**src/rtl/iob_wr_aligner.sv**
```systemverilog
// iob_wr_aligner: splits byte-addressed right-justified writes into word-aligned strobed beats
module iob_wr_aligner #(
  parameter int DATA_W = 32,
  parameter int ADDR_W = 32
) (
  input  logic              clk,
  input  logic              arst_n,
  input  logic              s_valid,
  output logic              s_ready,
  input  logic [ADDR_W-1:0] s_addr,
  input  logic [1:0]        s_size,
  input  logic [DATA_W-1:0] s_wdata,
  output logic              m_valid,
  input  logic              m_ready,
  output logic [ADDR_W-1:0] m_addr,
  output logic [DATA_W-1:0] m_wdata,
  output logic [DATA_W/8-1:0] m_wstrb
);
  localparam int NB = DATA_W / 8;
  localparam int OFF_W = $clog2(NB);
  typedef enum logic [1:0] {IDLE, LO, SEND} state_t;
  state_t state_q, state_d;
  logic [ADDR_W-1:0] m_addr_q, m_addr_d, hold_addr_q, hold_addr_d, base;
  logic [DATA_W-1:0] m_wdata_q, m_wdata_d, hold_wdata_q, hold_wdata_d, data_m;
  logic [NB-1:0] m_wstrb_q, m_wstrb_d, hold_wstrb_q, hold_wstrb_d, mask;
  logic [2*NB-1:0] ext_strb;
  logic [2*DATA_W-1:0] ext_data;
  logic [OFF_W-1:0] off;
  logic [1:0] sz;
  logic split, accept;
  // Clamp the size, build the byte mask and shift strobe/data into their lanes across two words
  always_comb begin
    off = s_addr[OFF_W-1:0];
    sz = (32'(s_size) > OFF_W) ? 2'(OFF_W) : s_size;
    mask = '0;
    data_m = '0;
    for (int i = 0; i < NB; i++) begin
      mask[i] = i < (32'd1 << sz);
      data_m[8*i+:8] = mask[i] ? s_wdata[8*i+:8] : 8'h00;
    end
    ext_strb = {{NB{1'b0}}, mask} << off;
    ext_data = {{DATA_W{1'b0}}, data_m} << {off, 3'b000};
    split = |ext_strb[2*NB-1:NB];
    base = {s_addr[ADDR_W-1:OFF_W], {OFF_W{1'b0}}};
  end
  // Handshake, next state and beat loading; the second beat of a split waits in the hold registers
  always_comb begin
    s_ready = (state_q == IDLE) || (state_q == SEND && m_ready);
    m_valid = state_q != IDLE;
    accept = s_valid && s_ready;
    state_d = state_q;
    m_addr_d = m_addr_q;
    m_wdata_d = m_wdata_q;
    m_wstrb_d = m_wstrb_q;
    hold_addr_d = hold_addr_q;
    hold_wdata_d = hold_wdata_q;
    hold_wstrb_d = hold_wstrb_q;
    if (accept) begin
      state_d = split ? LO : SEND;
      m_addr_d = base;
      m_wdata_d = ext_data[DATA_W-1:0];
      m_wstrb_d = ext_strb[NB-1:0];
      hold_addr_d = base + ADDR_W'(NB);
      hold_wdata_d = ext_data[2*DATA_W-1:DATA_W];
      hold_wstrb_d = ext_strb[2*NB-1:NB];
    end else if (state_q == LO && m_ready) begin
      state_d = SEND;
      m_addr_d = hold_addr_q;
      m_wdata_d = hold_wdata_q;
      m_wstrb_d = hold_wstrb_q;
    end else if (state_q == SEND && m_ready) begin
      state_d = IDLE;
    end
  end
  // State and beat registers, cleared asynchronously
  always_ff @(posedge clk or negedge arst_n) begin
    if (!arst_n) begin
      state_q <= IDLE;
      m_addr_q <= '0;
      m_wdata_q <= '0;
      m_wstrb_q <= '0;
      hold_addr_q <= '0;
      hold_wdata_q <= '0;
      hold_wstrb_q <= '0;
    end else begin
      state_q <= state_d;
      m_addr_q <= m_addr_d;
      m_wdata_q <= m_wdata_d;
      m_wstrb_q <= m_wstrb_d;
      hold_addr_q <= hold_addr_d;
      hold_wdata_q <= hold_wdata_d;
      hold_wstrb_q <= hold_wstrb_d;
    end
  end
  assign m_addr = m_addr_q;
  assign m_wdata = m_wdata_q;
  assign m_wstrb = m_wstrb_q;
endmodule

```
**config.mk**
```make
export PLATFORM = sky130hd
export DESIGN_NAME = iob_wr_aligner
export DESIGN_NICKNAME = d
export VERILOG_FILES = /design/src/rtl/iob_wr_aligner.sv
export SDC_FILE = /design/constraint.sdc
export NUM_CORES = 1
export LEC_CHECK = 0
export CELL_PAD_IN_SITES_DETAIL_PLACEMENT = 2
export CELL_PAD_IN_SITES_GLOBAL_PLACEMENT = 2
export CORE_UTILIZATION = 28
export DETAILED_ROUTE_END_ITERATION = 10
export HOLD_SLACK_MARGIN = 0.08
export PLACE_DENSITY_LB_ADDON = 0.1
export SLEW_MARGIN = 20
export SYNTH_ARGS = -nofsm -noshare
export SYNTH_HDL_FRONTEND = slang
export SYNTH_SLANG_ARGS = --single-unit
```
**constraint.sdc**
```tcl
create_clock -name clk -period 1.5 [get_ports clk]
set_input_delay 0.15 -clock clk [delete_from_list [all_inputs] [get_ports clk]]
set_output_delay 0.15 -clock clk [all_outputs]
set_load 0.05 [all_outputs]
```
==> reports/qor.csv <==
metric,value,unit
outcome,finished with violations,
failing checks,negative setup slack,
Post-DP HPWL,16800,um
final setup fails,3,
drc violations,0,
area share of and/or/nand/nor cells after synthesis,17.3,%
crit path launch,state_q[1],
Final Worst Setup Slack,-0.0337,ns
maxcap violations,0,
Diodes inserted,0,
Leak,4.45,nW
Routed Antenna Nets,0,
setup TNS,-0.0582,ns
switching part of the total power,44.9,%
core area,0.0222,mm^2
worst vdd ir,0.982,mV
Crit. End Element,output port,
CTS tree,built,
share of layout cells above drive strength 1,30.3,%
FF-to-FF path depth,6,
P_int,10.8,mW
Synth Area in Compound Gates,15.8,%
Max Clk Rate,652,MHz
gr usage total,20.6,%
main combinational cell family by area after synthesis,simple AND/OR/NAND/NOR gates,
Worst-Skew Late Latency,0.43,ns
clock share of power,20.4,%
number of synthesized register bits,125,
Routed WL,24100,um
worst min path class,in2reg,
Syn Area/Cell,9.43,um^2
reg2reg start,state_q[0],
fin crit share,102,%
Initial Util,28.9,%
routed vias/inst,5.06,
unrepaired setup endpoints after global routing,true,
r2r setup slk,0,ns
first-pass GRT wire length,37600,um
count of final hold-check violations,0,
Post-synth top cells,"dfrtp_1, nand2_1, o21ai_0",
pin count of the biggest net entering global routing,69,
Seq pwr share,30.5,%
worst setup path end,s_ready,
"area leader, netlist",dfrtp_1,
Detailed Route Iter0 Violations,171,
CTS root buffer,clkbuf_16,
Synth Area in XOR/XNOR,3.83,%
post-synthesis mux area share,10.1,%
Yosys cell types,47,
DR pass1 iterations,4,
RePlAce Congestion,0.807,
H-tree levels,4,
global route overflow,0,
Comb pwr share,49.1,%
top_reg_cell synth,dfrtp_1,
number of standard cells after synthesis,679,
Post-synth EDFFs,0,
Synth top area share,48.8,%
"Seq/Total Area, Yosys",48.8,%
Critical Setup Path Class,reg2out,
synth warn,0,
"Max FO, Critical Path",4,
Critical Path AT,1.38,ns
most frequent cell after synthesis,dfrtp_1,
Power Total,19.5,mW
row count,54,
Inserted Clock Buffers,17,
clk sinks,125,
Synth area leaders,"dfrtp_1, o21ai_0, mux2i_1",
skew final,0.00699,ns
initial antenna violation count,0,
CP Launch Type,register,
Final #Nets,972,
CP Data Required Time,1.35,ns
IO Count,140,
Die W,153,um
Critical R2R Capture,m_wdata[15],
Die Y,153,um
Area growth syn-to-layout,50.6,%
Avg WL per Cell,20.2,um
switching power,8.78,mW
P per Cell Area,2020,mW/mm^2
min cycle time layout,1.53,ns
vias in the first global route,6765,
Worst Setup Slack post-DPL,-0.558,ns
Final Core Density,43.5,%
Synth Area in Adders,0.195,%
Max clock buf depth,2,
synthesized area,0.00641,mm^2
die area,0.0235,mm^2
detailed-route via count,6039,
Max Transition Viols Final,0,
PortBufs,137,
clock-pin slew on the worst setup and hold paths,0.06,ns
post-synthesis async set-or-reset flop share,100,%
## logic make-up after synthesis
logic type      count (synthesis)
simple gates                  234
buf+inv                        53
flops                         125
other cells                     1
xor+xnor                       28
mux                            62
fa+ha+maj                       1
compound gates                175
## cell usage in the layout, fill, tap and decap left out, drive strengths merged, types with 3 or more instances in the layout
master,netlist,layout
and4,4,4
nor3,13,13
mux2,20,20
o21ai,107,107
buf,26,179
or2,3,4
nand4,9,9
or3,6,6
clkinv,0,5
and2,5,5
inv,2,3
nor4,3,3
nand2,111,111
xor2,8,8
dfrtp,125,125
a22o,15,15
mux2i,42,42
nor2b,5,5
clkinvlp,0,6
a221o,8,8
and3,4,4
a22oi,8,8
nor2,51,51
clkdlybuf4s50,0,64
a21oi,27,27
clkbuf,25,20
xnor2,20,20
dlygate4sd3,0,3
nand3,17,17
## sequential cells by signal (all words and copies together) (netlist names)
signal / cells
hold_addr_q: 30
hold_wdata_q: 24
hold_wstrb_q: 3
m_addr: 30
m_wdata: 32
m_wstrb: 4
state_q: 2
## worst min-delay path by stage
stage,start,endpoint,cells past startpoint
after global routing,s_addr[8],hold_addr_q[8],3
after detailed placement,arst_n,m_wdata[21],2
after floorplan,arst_n,hold_addr_q[10],0
final,s_addr[13],hold_addr_q[13],3
after global placement,arst_n,m_wdata[21],2
after CTS,s_addr[3],m_addr[3],3
## worst max-delay path, cell delays in order, from the launching register on
cell,delay (ns)
dfrtp_2,0.44
nand2b_4,0.10
nor2b_2,0.15
buf_4,0.13
buf_12,0.13
## layout make-up
cell class,count,area (um^2)
fill,2370,12500
multi-input combinational,503,3220
sequential,125,3130
timing repair buffer,252,2380
clock buffer,18,439
tap,280,350
clock inverter,13,120
inverter,2,7.51
## layer usage
metal | global-route usage, % | vias up | part of all wire (%)
li1 | - | 2819 | -
met1 | 26.6 | 3112 | 47
met2 | 35.3 | 92 | 50
met3 | 3.66 | 16 | 2.3
met4 | 5.63 | 0 | 1.1
met5 | 0 | - | 0
## metrics by stage
step / instances / hold WS, ns / area, um^2
floorplan: 680 / -0.146 / 6410
CTS: 1181 / 0.155 / 9370
detailed placement: 1147 / 0.196 / 8700
global placement: 1147 / 0.188 / 8700
global route: 1193 / 0.177 / 9650
finish: 1193 / 0.134 / 9650
## power groups by stage
stage	registers [mW]	clock network, mW	logic (mW)
finish	5.95	3.99	9.59
global route	6.15	4.23	10.3
CTS	5.96	4.09	9.38
detailed placement	5.98	0	9.22
global placement	5.89	0	8.96
floorplan	8.72	0	2.71
## what timing repair did
| action | in CTS | in global routing |
|---|---|---|
| resized for setup | 29 | 61 |
| pin swaps | 4 | 8 |
| endpoints found under the setup margin | 88 | 85 |
| buffers inserted | 2 | 5 |
| cloned | 0 | 5 |
| hold buffers | 1 | 2 |
| endpoints found under the hold margin | 125 | 2 |
No activity file was read; power rests on OpenSTA's default activity.
